[src/rtl/project_mux_ctrl_pkg.sv]
// Shared constants for the project multiplexer: control-register map, project window
// geometry, STATUS bit layout and the project switch state encoding.
package project_mux_ctrl_pkg;

    localparam logic [7:0] OFF_ACTIVE = 8'h00;
    localparam logic [7:0] OFF_OEB0   = 8'h04;
    localparam logic [7:0] OFF_OEB1   = 8'h08;
    localparam logic [7:0] OFF_STATUS = 8'h0C;

    localparam int unsigned WIN_SIZE  = 32'h100;
    localparam int unsigned WIN_SHIFT = $clog2(WIN_SIZE);

    localparam int unsigned STAT_ACTIVE_LSB = 0;
    localparam int unsigned STAT_ACTIVE_W   = 4;
    localparam int unsigned STAT_BUSY_BIT   = 8;

    typedef enum logic [1:0] {
        StRun     = 2'd0,
        StDrain   = 2'd1,
        StSwap    = 2'd2,
        StRelease = 2'd3
    } sw_state_e;

endpackage

[src/rtl/project_mux_ctrl_if.sv]
// Wishbone slave signal bundle between the bus master and the project multiplexer.
interface project_mux_ctrl_if;

    logic        wbs_cyc_i;
    logic        wbs_stb_i;
    logic        wbs_we_i;
    logic [3:0]  wbs_sel_i;
    logic [31:0] wbs_adr_i;
    logic [31:0] wbs_dat_i;
    logic        wbs_ack_o;
    logic [31:0] wbs_dat_o;

    modport master (
        output wbs_cyc_i, wbs_stb_i, wbs_we_i, wbs_sel_i, wbs_adr_i, wbs_dat_i,
        input  wbs_ack_o, wbs_dat_o
    );

    modport slave (
        input  wbs_cyc_i, wbs_stb_i, wbs_we_i, wbs_sel_i, wbs_adr_i, wbs_dat_i,
        output wbs_ack_o, wbs_dat_o
    );

endinterface

[src/rtl/project_wb_decode.sv]
// Wishbone address decode for the control page and project windows: single-pulse ack,
// registered readback mux and per-project write strobes.
module project_wb_decode
    import project_mux_ctrl_pkg::*;
#(
    parameter int unsigned NUM_PROJ  = 8,
    parameter logic [31:0] BASE_ADDR = 32'h0310_0000
) (
    input  logic                     wb_clk_i,
    input  logic                     wb_rst_i,
    project_mux_ctrl_if.slave        wb,
    input  logic [3:0]               i_active,
    input  logic [31:0]              i_oeb0,
    input  logic [31:0]              i_oeb1,
    input  logic                     i_busy,
    input  logic [NUM_PROJ*32-1:0]   i_proj_rdata,
    output logic                     o_ctrl_we,
    output logic [7:0]               o_ctrl_off,
    output logic [31:0]              o_ctrl_data,
    output logic [NUM_PROJ-1:0]      o_proj_wb_update
);

    logic [31:0]         w_off;
    logic [31:0]         w_page;
    logic                w_ctrl_hit;
    logic                w_proj_hit;
    logic [3:0]          w_pidx;
    logic                w_req;
    logic                w_held_d;
    logic [31:0]         w_rdata;
    logic [NUM_PROJ-1:0] w_upd;
    logic                r_ack;
    logic                r_held;
    logic [31:0]         r_dat;
    logic [NUM_PROJ-1:0] r_upd;

    assign w_off      = wb.wbs_adr_i - BASE_ADDR;
    assign w_page     = w_off >> WIN_SHIFT;
    assign w_ctrl_hit = (w_page == 32'd0);
    assign w_proj_hit = (w_page >= 32'd1) && (w_page <= 32'(NUM_PROJ));
    assign w_pidx     = 4'(w_page - 32'd1);

    // r_held blocks a second ack until the master drops the strobe.
    assign w_req    = wb.wbs_cyc_i & wb.wbs_stb_i & (w_ctrl_hit | w_proj_hit) & ~r_held;
    assign w_held_d = wb.wbs_cyc_i & wb.wbs_stb_i & (r_held | w_req);

    assign o_ctrl_we   = w_req & wb.wbs_we_i & w_ctrl_hit & (wb.wbs_sel_i == 4'hF);
    assign o_ctrl_off  = w_off[7:0];
    assign o_ctrl_data = wb.wbs_dat_i;

    always_comb begin
        w_rdata = '0;
        w_upd   = '0;
        if (w_ctrl_hit) begin
            case (w_off[7:0])
                OFF_ACTIVE: w_rdata = {28'd0, i_active};
                OFF_OEB0:   w_rdata = i_oeb0;
                OFF_OEB1:   w_rdata = i_oeb1;
                OFF_STATUS: begin
                    w_rdata[STAT_ACTIVE_LSB +: STAT_ACTIVE_W] = i_active;
                    w_rdata[STAT_BUSY_BIT]                    = i_busy;
                end
                default:    w_rdata = '0;
            endcase
        end
        for (int k = 0; k < NUM_PROJ; k++) begin
            if (w_proj_hit && (w_pidx == 4'(k))) begin
                w_rdata  = i_proj_rdata[k*32 +: 32];
                w_upd[k] = w_req & wb.wbs_we_i;
            end
        end
    end

    always_ff @(posedge wb_clk_i or posedge wb_rst_i) begin
        if (wb_rst_i) begin
            r_ack  <= 1'b0;
            r_held <= 1'b0;
            r_dat  <= '0;
            r_upd  <= '0;
        end else begin
            r_ack  <= w_req;
            r_held <= w_held_d;
            r_dat  <= (w_req & ~wb.wbs_we_i) ? w_rdata : 32'd0;
            r_upd  <= w_upd;
        end
    end

    assign wb.wbs_ack_o     = r_ack;
    assign wb.wbs_dat_o     = r_dat;
    assign o_proj_wb_update = r_upd;

endmodule

[src/rtl/project_mux_ctrl.sv]
// Multiplexes NUM_PROJ hosted projects onto a shared pad ring; a switch FSM drains,
// swaps and releases projects under Wishbone control.
module project_mux_ctrl
    import project_mux_ctrl_pkg::*;
#(
    parameter int unsigned NUM_PROJ  = 8,
    parameter int unsigned IO_W      = 38,
    parameter logic [31:0] BASE_ADDR = 32'h0310_0000,
    parameter int unsigned HOLD_CYC  = 16
) (
    input  logic                       wb_clk_i,
    input  logic                       wb_rst_i,
    project_mux_ctrl_if.slave          wb,
    input  logic [NUM_PROJ*32-1:0]     proj_rdata,
    input  logic [NUM_PROJ*IO_W-1:0]   proj_io_out,
    output logic [IO_W-1:0]            io_out,
    output logic [IO_W-1:0]            io_oeb,
    output logic [NUM_PROJ-1:0]        proj_reset,
    output logic [NUM_PROJ-1:0]        proj_clk_en,
    output logic [NUM_PROJ-1:0]        proj_wb_update
);

    localparam int unsigned CNT_W = $clog2(HOLD_CYC + 1);

    sw_state_e           r_state, w_state_d;
    logic [CNT_W-1:0]    r_cnt, w_cnt_d;
    logic [3:0]          r_active, w_active_d;
    logic [3:0]          r_target, w_target_d;
    logic [31:0]         r_oeb0, r_oeb1;
    logic [IO_W-1:0]     r_io_out;
    logic [IO_W-1:0]     w_io_slice;
    logic [63:0]         w_oeb_all;
    logic [NUM_PROJ-1:0] w_sel_oh;
    logic                w_ctrl_we;
    logic [7:0]          w_ctrl_off;
    logic [31:0]         w_ctrl_data;
    logic                w_act_wr;
    logic                w_hold_done;
    logic                w_run;

    project_wb_decode #(
        .NUM_PROJ  (NUM_PROJ),
        .BASE_ADDR (BASE_ADDR)
    ) u_decode (
        .wb_clk_i         (wb_clk_i),
        .wb_rst_i         (wb_rst_i),
        .wb               (wb),
        .i_active         (r_active),
        .i_oeb0           (r_oeb0),
        .i_oeb1           (r_oeb1),
        .i_busy           (~w_run),
        .i_proj_rdata     (proj_rdata),
        .o_ctrl_we        (w_ctrl_we),
        .o_ctrl_off       (w_ctrl_off),
        .o_ctrl_data      (w_ctrl_data),
        .o_proj_wb_update (proj_wb_update)
    );

    assign w_run       = (r_state == StRun);
    assign w_act_wr    = w_ctrl_we && (w_ctrl_off == OFF_ACTIVE);
    assign w_hold_done = (r_cnt == CNT_W'(HOLD_CYC - 1));

    always_comb begin
        w_state_d  = r_state;
        w_active_d = r_active;
        w_target_d = r_target;
        w_cnt_d    = (r_cnt == CNT_W'(HOLD_CYC)) ? r_cnt : r_cnt + 1'b1;
        unique case (r_state)
            StRun: begin
                if (w_act_wr && (w_ctrl_data < 32'(NUM_PROJ)) && (w_ctrl_data[3:0] != r_active)) begin
                    w_state_d  = StDrain;
                    w_target_d = w_ctrl_data[3:0];
                    w_cnt_d    = '0;
                end
            end
            StDrain: begin
                if (w_hold_done) begin
                    w_state_d = StSwap;
                    w_cnt_d   = '0;
                end
            end
            StSwap: begin
                w_state_d  = StRelease;
                w_active_d = r_target;
                w_cnt_d    = '0;
            end
            StRelease: begin
                if (w_hold_done) begin
                    w_state_d = StRun;
                end
            end
            default: w_state_d = StRun;
        endcase
    end

    always_ff @(posedge wb_clk_i or posedge wb_rst_i) begin
        if (wb_rst_i) begin
            r_state  <= StRelease;
            r_cnt    <= '0;
            r_active <= '0;
            r_target <= '0;
            r_io_out <= '0;
        end else begin
            r_state  <= w_state_d;
            r_cnt    <= w_cnt_d;
            r_active <= w_active_d;
            r_target <= w_target_d;
            r_io_out <= w_run ? w_io_slice : '0;
        end
    end

    // OEB values are stored in any state; they only reach the pads in RUN.
    always_ff @(posedge wb_clk_i or posedge wb_rst_i) begin
        if (wb_rst_i) begin
            r_oeb0 <= '1;
            r_oeb1 <= '1;
        end else if (w_ctrl_we) begin
            if (w_ctrl_off == OFF_OEB0) r_oeb0 <= w_ctrl_data;
            if (w_ctrl_off == OFF_OEB1) r_oeb1 <= w_ctrl_data;
        end
    end

    always_comb begin
        w_sel_oh   = '0;
        w_io_slice = '0;
        for (int k = 0; k < NUM_PROJ; k++) begin
            if (r_active == 4'(k)) begin
                w_sel_oh[k] = 1'b1;
                w_io_slice  = proj_io_out[k*IO_W +: IO_W];
            end
        end
    end

    assign w_oeb_all   = {r_oeb1, r_oeb0};
    assign io_oeb      = w_run ? w_oeb_all[IO_W-1:0] : '1;
    assign io_out      = r_io_out;
    assign proj_reset  = w_run ? ~w_sel_oh : '1;
    assign proj_clk_en = w_sel_oh;

endmodule

[src/flat_wrapper.sv]
// flat-port wrapper written by rule: the top's interface ports become plain ports
module project_mux_ctrl_flat import project_mux_ctrl_pkg::*;
#(
    parameter int unsigned NUM_PROJ  = 8,
    parameter int unsigned IO_W      = 38,
    parameter logic [31:0] BASE_ADDR = 32'h0310_0000,
    parameter int unsigned HOLD_CYC  = 16
)
  (wb_clk_i, wb_rst_i, proj_rdata, proj_io_out, io_out, io_oeb, proj_reset, proj_clk_en, proj_wb_update, wb_wbs_cyc_i, wb_wbs_stb_i, wb_wbs_we_i, wb_wbs_sel_i, wb_wbs_adr_i, wb_wbs_dat_i, wb_wbs_ack_o, wb_wbs_dat_o);
  project_mux_ctrl_if wb_i ();
  input  logic wb_clk_i;
  input  logic wb_rst_i;
  input  logic [NUM_PROJ*32-1:0] proj_rdata;
  input  logic [NUM_PROJ*IO_W-1:0] proj_io_out;
  output logic [IO_W-1:0] io_out;
  output logic [IO_W-1:0] io_oeb;
  output logic [NUM_PROJ-1:0] proj_reset;
  output logic [NUM_PROJ-1:0] proj_clk_en;
  output logic [NUM_PROJ-1:0] proj_wb_update;
  input wire logic [$bits(wb_i.wbs_cyc_i)-1:0] wb_wbs_cyc_i;
  input wire logic [$bits(wb_i.wbs_stb_i)-1:0] wb_wbs_stb_i;
  input wire logic [$bits(wb_i.wbs_we_i)-1:0] wb_wbs_we_i;
  input wire logic [$bits(wb_i.wbs_sel_i)-1:0] wb_wbs_sel_i;
  input wire logic [$bits(wb_i.wbs_adr_i)-1:0] wb_wbs_adr_i;
  input wire logic [$bits(wb_i.wbs_dat_i)-1:0] wb_wbs_dat_i;
  output wire logic [$bits(wb_i.wbs_ack_o)-1:0] wb_wbs_ack_o;
  output wire logic [$bits(wb_i.wbs_dat_o)-1:0] wb_wbs_dat_o;
  assign wb_i.wbs_cyc_i = wb_wbs_cyc_i;
  assign wb_i.wbs_stb_i = wb_wbs_stb_i;
  assign wb_i.wbs_we_i = wb_wbs_we_i;
  assign wb_i.wbs_sel_i = wb_wbs_sel_i;
  assign wb_i.wbs_adr_i = wb_wbs_adr_i;
  assign wb_i.wbs_dat_i = wb_wbs_dat_i;
  assign wb_wbs_ack_o = wb_i.wbs_ack_o;
  assign wb_wbs_dat_o = wb_i.wbs_dat_o;
  project_mux_ctrl #(.NUM_PROJ(NUM_PROJ), .IO_W(IO_W), .BASE_ADDR(BASE_ADDR), .HOLD_CYC(HOLD_CYC)) u_core (.wb_clk_i(wb_clk_i), .wb_rst_i(wb_rst_i), .wb(wb_i), .proj_rdata(proj_rdata), .proj_io_out(proj_io_out), .io_out(io_out), .io_oeb(io_oeb), .proj_reset(proj_reset), .proj_clk_en(proj_clk_en), .proj_wb_update(proj_wb_update));
endmodule
[config.mk]
export PLATFORM = sky130hd
export DESIGN_NAME = project_mux_ctrl_flat
export DESIGN_NICKNAME = d
export VERILOG_FILES = /design/src/rtl/project_mux_ctrl_pkg.sv /design/src/rtl/project_mux_ctrl_if.sv /design/src/rtl/project_wb_decode.sv /design/src/rtl/project_mux_ctrl.sv /design/src/flat_wrapper.sv
export SDC_FILE = /design/constraint.sdc
export NUM_CORES = 1
export LEC_CHECK = 0
export CAP_MARGIN = 20
export CORE_AREA = 4 4 296 298
export CTS_CLUSTER_SIZE = 24
export DETAILED_ROUTE_END_ITERATION = 16
export DIE_AREA = 0 0 300 302
export PLACE_DENSITY = 0.36
export SETUP_SLACK_MARGIN = 0.05
export SYNTH_ARGS = -nofsm -noshare
export SYNTH_HDL_FRONTEND = slang
export SYNTH_SLANG_ARGS = --single-unit
export TNS_END_PERCENT = 20
[constraint.sdc]
create_clock -name wb_clk_i -period 9.8 [get_ports wb_clk_i]
set_input_delay 2.94 -clock wb_clk_i [delete_from_list [all_inputs] [get_ports wb_clk_i]]
set_output_delay 2.94 -clock wb_clk_i [all_outputs]
set_load 0.01 [all_outputs]
; ---- Word level (Yosys, flattened, before mapping)
; Cells that the tools add are included.
[classes]
n_addsub = 3
n_lt_le_gt_ge = 3
eq_ne = 27
n_mux = 49
bitwise = 14
reduce_logical = 22
[ops]
columns = op, n
row1 = $mux 38, 10
row2 = $mux 32, 10
row3 = $pmux 23 s2, 1
row4 = $eq 4x3->1 const B, 8
row5 = $logic_not 32->1, 1
row6 = $lt 32x4->1 const B, 1
row7 = $sub 32x26->32 const B, 1
row8 = $ge 24x1->1 const B, 1
row9 = $le 24x4->1 const B, 1
row10 = $eq 4x2->1 const B, 4
row11 = $eq 8x4->1 const B, 2
row12 = $mux 1, 16
row13 = $mux 5, 3
row14 = $pmux 5 s3, 1
row15 = $logic_and 1x1->1, 12
row16 = $pmux 4 s3, 1
row17 = $and 1x1->1, 8
row18 = $eq 4x1->1 const B, 2
row19 = $eq 8x3->1 const B, 1
row20 = $logic_not 4->1, 2
row21 = $logic_not 8->1, 1
row22 = $mux 8, 1
row23 = $not 8->8, 1
row24 = $pmux 2 s4, 1
row25 = 19 further kinds, 28
[word_totals]
reg_bits = 159
inputBits = 633
out_inout_bits = 133
wordCells = 129

; ---- Longest topological paths before layout
; Gate-level depths: netlist of the first run.
[logic_depth]
depth_word = 14
depth_mapped = 9
ltp_nobuf = 8

; ---- Hierarchy
; Synthesis of the first run repeated with hierarchy kept, for this count alone.
[unflattened]
hier_cells = 1278
hier_area_um2 = 11771.3
[modules_own_cells]
columns = mod, n_inst, cells_per_inst, area_per_inst_um2, seq_area_each_um2
row1 = project_mux_ctrl, 1, 764, 7206.9, 3010.4
row2 = project_wb_decode, 1, 514, 4564.4, 1051.0

; ---- Worst setup path before layout of the first run
; No wires, ideal clock.
[synth_timing]
path_kind = input to register
from = in wb_wbs_adr_i[8]
to = reg u_core.r_state[1]
setup_ns = 0.085
t_arrival_ns = 5.043
required_ns = 9.715
path_slack_ns = 4.672
path_stages = 8
path_buffers = 2
cell_sequence = buf_6 or2_4 o21a_4 or4_1 buf_2 or3b_4 a21oi_2 mux2_1
[synth_via]
elab_chain_cells = 14
word_cells_on_any_way = 16
classes_between = 1 x add/sub / 2 x order compare / 1 x eq/ne / 6 x bitwise / 6 x reduce/logical
[synth_rtl]
columns = item, line
row1 = from (decl), flat_wrapper.sv:24  ; input wire logic [$bits(wb_i.wbs_adr_i)-1:0] wb_wbs_adr_i;
row2 = $sub 32x26->32 *, project_wb_decode.sv:37  ; assign w_off = wb.wbs_adr_i - BASE_ADDR;
row3 = $ge 24x1->1 / $le 24x4->1 (equally long branches), project_wb_decode.sv:40  ; assign w_proj_hit = (w_page >= 32'd1) && (w_page <= 32'(NUM_PROJ));
row4 = $logic_and 1x1->1, project_wb_decode.sv:40
row5 = $or 1x1->1, project_wb_decode.sv:44  ; assign w_req = wb.wbs_cyc_i & wb.wbs_stb_i & (w_ctrl_hit | w_proj_hit) & ~r_held;
row6 = $and 1x1->1 (2 in a row), project_wb_decode.sv:44
row7 = $and 1x1->1, project_wb_decode.sv:47  ; assign o_ctrl_we = w_req & wb.wbs_we_i & w_ctrl_hit & (wb.wbs_sel_i == 4'hF);
row8 = $and 1x1->1 * (2 in a row), project_wb_decode.sv:47
row9 = $logic_and 1x1->1 *, project_mux_ctrl.sv:60  ; assign w_act_wr = w_ctrl_we && (w_ctrl_off == OFF_ACTIVE);
row10 = $logic_and 1x1->1 * (2 in a row), project_mux_ctrl.sv:70  ; if (w_act_wr && (w_ctrl_data < 32'(NUM_PROJ)) && (w_ctrl_data[3:0] != r_active)) begin
row11 = $ne 2x2->1 (no line) *, -
row12 = $reduce_and 3->1 (no line) *, -
row13 = to (signal assigned), project_mux_ctrl.sv:98  ; r_state <= StRelease;
row14 = to (signal assigned), project_mux_ctrl.sv:104  ; r_state <= w_state_d;
row15 = to (decl), project_mux_ctrl.sv:25  ; sw_state_e r_state, w_state_d;
; Mark *: on every way between the ends. The rest lies on a longest branch, timed or not.
; A chain may end at the register's enable or synchronous reset.

; ---- Final worst setup path of the first run
[layout_timing]
from = in wb_wbs_adr_i[9]
to = reg u_core.r_oeb1[15]
[layout_via]
elab_chain_cells = 10
word_cells_on_any_way = 12
classes_between = 1 x add/sub / 2 x order compare / 6 x bitwise / 3 x reduce/logical
[layout_rtl]
columns = item, line
row1 = $sub 32x26->32 *, project_wb_decode.sv:37
row2 = $ge 24x1->1 / $le 24x4->1 (equally long branches), project_wb_decode.sv:40
row3 = $logic_and 1x1->1, project_wb_decode.sv:40
row4 = $or 1x1->1, project_wb_decode.sv:44
row5 = $and 1x1->1 (2 in a row), project_wb_decode.sv:44
row6 = $and 1x1->1, project_wb_decode.sv:47
row7 = $and 1x1->1 * (2 in a row), project_wb_decode.sv:47
row8 = $reduce_and 2->1 (no line) *, -
row9 = to (signal assigned), project_mux_ctrl.sv:119  ; if (w_ctrl_off == OFF_OEB1) r_oeb1 <= w_ctrl_data;
row10 = to (decl), project_mux_ctrl.sv:29  ; logic [31:0] r_oeb0, r_oeb1;
; Marked as above.

==> run metrics, run 1 <==
effective utilization at floorplan=12.7%; remaining max-slew budget at the tightest pin=25.3%; number of vias after detailed routing=13,642; Routed Antenna Nets=0; Final setup violation count=0; post-placement cell area=19,700 µm²; number of hold buffers added after cts=0; required time reported for the critical path endpoint=10.19 ns; maxcap violations=0; First DRT Iteration DRCs=810; worst slew pin tran=1.11 ns; antenna violations before repair=33; share of the yosys chip area belonging to registers=37.8%; post-cts sizing count=0; CTS tree=yes; kind of end point of the critical path=flip-flop; unrepaired setup endpoints after global routing=no; final critical path time including I/O delays and setup=6.27 ns; area added between synthesis and finish=90.7%; final cycle utilization of the critical path=64.0%; library cells used by synthesis=60; insertion delay of the later-clocked pin in the worst-skew pair=0.47 ns; average wire length per cell after detail routing=29.0 µm; clock skew after layout=0.0172 ns; DR vias/cell=4.39; first-pass GRT wire length=119,000 µm; worst-case setup slack after placement=3.08 ns; Final nets=2,566; number of ports placed on the die boundary=766; Die W=300 µm; Worst EP arrival=6.66 ns; maximum count of clock buffers along a single path=2; mean post-synth cell area=8.81 µm²; PD cells=90.6 nW/µm²; number of register bits inferred by synthesis=159; final design utilization=24.1%; Synth area leader=sky130_fd_sc_hd__dfrtp_1; number of warnings issued by yosys=0; cell count after placement=3,049; port bufs=765; post-synthesis instance area=10,700 µm²; setup repair bufs after CTS=0; hpwl dp=72,700 µm; outcome=complete, no violations; Worst Setup Path Type=input pin to flip-flop; DRC viols=0; number of buffers added by the clock tree synthesis step=17; vertical die dimension=302 µm; most used standard cell by instance count after synthesis=sky130_fd_sc_hd__o21ai_0; net count after synthesis=1,859; Overflow after GRT=0; Clock Sinks=159; GRT Resource Usage Total=18.9%; total number of placement rows=107; most used standard cells in the synthesized netlist=sky130_fd_sc_hd__o21ai_0 (138), sky130_fd_sc_hd__clkbuf_1 (94), sky130_fd_sc_hd__dfrtp_1 (93); total number of H-tree levels=4; Worst Path Max Fanout=19; leading register cell type out of synthesis=sky130_fd_sc_hd__dfrtp_1; share of the synthesized area in the top cell type=21.7%; Post-Syn Instances=1,219; final critical-path setup slack=3.53 ns; Worst-path clk slew=0.07 ns; post-route cell area=20,500 µm²; routed wire length=90,100 µm; async set-reset flop share out of synthesis=100%; final estimated routing congestion in global placement=0.935; number of global-route vias before repair=14,213; cell at the root of the clock tree=sky130_fd_sc_hd__clkbuf_16; number of cells on the worst reg-to-reg path=9; Worst R2R Setup Slack=6.39 ns; share of final-layout standard cells stronger than drive strength 1=12.6%; Hold Path Cell Cnt=1; non-filler cells in the finished layout=3,107; number of flops mapped to enable cells by yosys=0; aggregate negative setup slack=0 ns; largest net degree at the start of global routing=77; die outline area=90,600 µm²; final count of hold timing violations=0; core box area=84,900 µm²; Leakage Power=7.40 nW; worst hold-check path type=flip-flop to flip-flop; Detailed Routing Iterations Pass 1=6; maximum achievable frequency=159 MHz; synth top area cells=sky130_fd_sc_hd__dfrtp_1 (22%), sky130_fd_sc_hd__dfstp_2 (16%), sky130_fd_sc_hd__mux2_2 (7.8%), sky130_fd_sc_hd__o21ai_0 (6.4%), sky130_fd_sc_hd__a22oi_1 (6.4%); Final Max Slew Viols=0; Critical Path Source Type=input pin; maximum resistive drop on vdd=0.124 mV
[metal layers]
layer | global-route usage (%) | part of all wire [%]
met1 | 22.2 | 40
met2 | 31.4 | 49
met3 | 6.79 | 8.8
met4 | 7.05 | 2.6
met5 | 0.476 | 0.070
[sequential cells by signal, indices dropped and copies added, names as in the netlist]
name                              flops
u_core.io_out                        38
u_core.r_active                       4
u_core.r_cnt                          5
u_core.r_oeb0                        32
u_core.r_oeb1                        32
u_core.r_state                        2
u_core.r_target                       4
u_core.u_decode.o_proj_wb_update      8
u_core.u_decode.r_held                1
u_core.u_decode.wb.wbs_ack_o          1
u_core.u_decode.wb.wbs_dat_o         32
[critical path: stages]
cell and delay (ns):
sky130_fd_sc_hd__clkdlybuf4s50_1 0.72, sky130_fd_sc_hd__nor4_1 0.49, sky130_fd_sc_hd__nand4_1 0.26, sky130_fd_sc_hd__or2_2 0.39
sky130_fd_sc_hd__nor4_2 0.52, sky130_fd_sc_hd__nand2_1 0.57, sky130_fd_sc_hd__buf_4 0.44, sky130_fd_sc_hd__mux2_2 0.31
[report_power, final]
part / leakage, nW / internal [W] / total, W / switching (W)
registers: 1.88 / 0.000665 / 0.000667 / 0.00000248
logic: 5.20 / 0.000266 / 0.000403 / 0.000137
clock network: 0.313 / 0.000428 / 0.000785 / 0.000356
[path summary, 6_finish.rpt]
check,from,endpoint
max,wb_wbs_adr_i[9],u_core.r_oeb1[15]
min,u_core.r_target[3],u_core.r_target[3]
max reg2reg,u_core.r_active[2],u_core.io_out[34]
min reg2reg,u_core.r_target[3],u_core.r_target[3]
min in group asynchronous,wb_rst_i,u_core.u_decode.wb.wbs_dat_o[2]
max in group asynchronous,wb_rst_i,u_core.io_out[3]
[cell families after synthesis]
group | share of synthesized area [%]
adders and majority gates | 0.816
xor gates and xnor gates | 0.571
AOI/OAI and AO/OA | 30.5
and+or+nand+nor | 17.1
DFF | 37.8
muxes | 8.70
buffers and inverters | 4.45
[placed cells by master (no fill, tap or decap), types with 6 or more instances in the layout]
cell | Yosys | layout
sky130_fd_sc_hd__ha_1 | 7 | 6
sky130_fd_sc_hd__a221oi_1 | 44 | 44
sky130_fd_sc_hd__a221o_1 | 7 | 7
sky130_fd_sc_hd__nand2_1 | 62 | 62
sky130_fd_sc_hd__dfstp_2 | 66 | 66
sky130_fd_sc_hd__a211oi_1 | 64 | 64
sky130_fd_sc_hd__a22o_1 | 16 | 16
sky130_fd_sc_hd__a21oi_1 | 86 | 86
sky130_fd_sc_hd__nor4_1 | 10 | 10
sky130_fd_sc_hd__nor2b_1 | 9 | 6
sky130_fd_sc_hd__nand3_1 | 10 | 10
sky130_fd_sc_hd__and3_1 | 7 | 7
sky130_fd_sc_hd__inv_1 | 11 | 9
sky130_fd_sc_hd__clkdlybuf4s50_1 | 0 | 765
sky130_fd_sc_hd__nor2_1 | 75 | 71
sky130_fd_sc_hd__nor3_1 | 51 | 48
sky130_fd_sc_hd__o22ai_1 | 22 | 22
sky130_fd_sc_hd__nand2b_1 | 81 | 81
sky130_fd_sc_hd__clkbuf_16 | 0 | 18
sky130_fd_sc_hd__buf_4 | 0 | 31
sky130_fd_sc_hd__mux2i_1 | 9 | 9
sky130_fd_sc_hd__nand4_1 | 6 | 6
sky130_fd_sc_hd__or2_2 | 6 | 6
sky130_fd_sc_hd__dfrtp_1 | 93 | 91
sky130_fd_sc_hd__diode_2 | 0 | 24
sky130_fd_sc_hd__mux2_2 | 74 | 74
sky130_fd_sc_hd__a22oi_1 | 91 | 91
sky130_fd_sc_hd__o21ai_0 | 138 | 138
[final cells by class]
type / instances / area [µm²]
Sequential cell: 159 / 4070
Timing Repair Buffer: 799 / 7960
Fill cell: 9364 / 64400
Antenna cell: 24 / 60.1
Multi-Input combinational cell: 938 / 6270
Inverter: 11 / 46.3
Clock inverter: 13 / 191
Tap cell: 1144 / 1430
Clock buffer: 19 / 454
[stage by stage]
stage	total power, W	hold WS [ns]
floorplan	0.000748	0.447
global placement	0.00108	0.463
detailed placement	0.00108	0.469
CTS	0.00190	0.486
global route	0.00194	0.490
finish	0.00186	0.492
Note: power is estimated with default switching activity, not from simulation.
==> inputs of run 2 (changes only) <==
CORE_AREA = 4 4 300 302   (was 4 4 296 298)
DIE_AREA = 0 0 304 306   (was 0 0 300 302)
PLACE_DENSITY = 0.35   (was 0.36)
clock period = 6.3 ns   (was 9.8 ns; I/O delays follow)
==> run metrics, run 2 (synthesis results as in run 1) <==
outcome=complete, no violations; GRT Resource Usage Total=18.9%; Critical Path Source Type=flip-flop; insertion delay of the later-clocked pin in the worst-skew pair=0.49 ns; max reg flops=38; number of vias after detailed routing=13,673; number of hold buffers added after cts=0; Final setup violation count=0; critical path's slowest cell=sky130_fd_sc_hd__or2_2; final critical-path setup slack=1.25 ns; final critical path time including I/O delays and setup=5.05 ns; maximum achievable frequency=198 MHz; first-pass GRT wire length=124,000 µm; Worst EP arrival=3.16 ns; kind of end point of the critical path=primary output; most used cells in the layout excluding fill and tap cells=sky130_fd_sc_hd__clkdlybuf4s50_1 (765), sky130_fd_sc_hd__o21ai_0 (138), sky130_fd_sc_hd__a22oi_1 (91), sky130_fd_sc_hd__dfrtp_1 (91), sky130_fd_sc_hd__a21oi_1 (86); Final Max Slew Viols=0; final hold slack=0.484 ns; Overflow after GRT=0; ordered list of cells on the worst path=or2_2, or2_2, inv_1, nand2_1, clkdlybuf4s50_1; area added between synthesis and finish=89.9%; total number of H-tree levels=4; Clock Sinks=159; maximum count of clock buffers along a single path=2; Worst R2R Setup Slack=2.88 ns; Setup crit end=proj_reset[6]; number of ports placed on the die boundary=766; effective utilization at floorplan=12.2%; Critical R2R Capture=u_core.io_out[20]; DRC viols=0; number of buffers added by the clock tree synthesis step=17; DR vias/cell=4.39; required time reported for the critical path endpoint=4.41 ns; CTS tree=yes; final design utilization=23.3%; Worst Path Max Fanout=38; beginning of the critical path=u_core.r_active[0]; share of final-layout standard cells stronger than drive strength 1=12.8%; clock skew after layout=0.0144 ns; average wire length per cell after detail routing=29.3 µm; most common cell after layout, fill and taps aside=sky130_fd_sc_hd__clkdlybuf4s50_1; post-placement cell area=19,800 µm²; worst slew pin tran=1.03 ns; First DRT Iteration DRCs=935; Detailed Routing Iterations Pass 1=5; number of cells on the worst reg-to-reg path=8; cell at the root of the clock tree=sky130_fd_sc_hd__clkbuf_16; vertical die dimension=306 µm; Worst-path clk slew=0.08 ns; final cycle utilization of the critical path=80.1%; routed wire length=91,300 µm; antenna violations before repair=32; worst-case setup slack after placement=0.779 ns; slowest cell delay on critical path=0.85 ns; largest net degree at the start of global routing=82; core box area=87,700 µm²; Worst Setup Path Type=flip-flop to primary output; hpwl dp=74,500 µm; Routed Antenna Nets=0; Crit Reg-Reg Startpoint=u_core.r_active[3]; maxcap violations=0; number of global-route vias before repair=14,591; remaining max-slew budget at the tightest pin=31.5%; Crit path top cell by count=sky130_fd_sc_hd__or2_2; maximum resistive drop on vdd=0.212 mV; PD cells=136 nW/µm²; aggregate negative setup slack=0 ns; post-cts sizing count=0; die outline area=93,000 µm²; worst hold-check path type=flip-flop to flip-flop; post-route cell area=20,400 µm²; final count of hold timing violations=0; port bufs=765; final estimated routing congestion in global placement=0.912; unrepaired setup endpoints after global routing=no; setup repair bufs after CTS=0; Leakage Power=7.39 nW; total number of placement rows=109; Die W=304 µm; Final nets=2,567
[run 2: stage by stage]
| stage | power, W | instances |
|---|---|---|
| floorplan | 0.00116 | 1219 |
| global placement | 0.00168 | 3073 |
| detailed placement | 0.00168 | 3073 |
| CTS | 0.00284 | 3105 |
| global route | 0.00290 | 3111 |
| finish | 0.00277 | 3118 |
[run 2: layer usage]
metal	vias up	track usage (%)	share of wire, %
li1	6076	-	-
met3	99	6.11	7.6
met1	6841	22.2	40
met4	22	4.25	1.7
met2	635	33.5	50
met5	-	0	0.18
[run 2: worst min path at each step]
stage / from / to / slack (ns) / cells past startpoint
detailed placement: u_core.r_target[3] / u_core.r_target[3] / 0.47 / 1
floorplan: u_core.r_target[3] / u_core.r_target[3] / 0.45 / 1
global placement: u_core.r_target[3] / u_core.r_target[3] / 0.47 / 1
CTS: u_core.r_target[3] / u_core.r_target[3] / 0.49 / 1
global route: u_core.r_target[3] / u_core.r_target[3] / 0.51 / 1
finish: u_core.r_target[3] / u_core.r_target[3] / 0.48 / 1
[run 2: power by group]
part           internal [W]  switching (W)
Clock              0.000551       0.000563
Sequential          0.00103     0.00000353
Combinational      0.000412       0.000210
Total               0.00200       0.000777
[run 2: layout make-up]
type | instances | area (µm²)
flip-flops and latches | 159 | 4070
diodes | 13 | 32.5
inverters | 11 | 46.3
well taps | 1165 | 1460
repair buffers | 800 | 7920
fillers | 9615 | 67300
clock buffers | 18 | 450
multi-input cells | 938 | 6280
clock inverters | 14 | 140
[run 2: critical path, delay by kind of cell (launching register included)]
kind                   cells  cell delay [ns]
DFF                        1             0.43
buffers and inverters      2             0.78
and+or+nand+nor            3             1.39
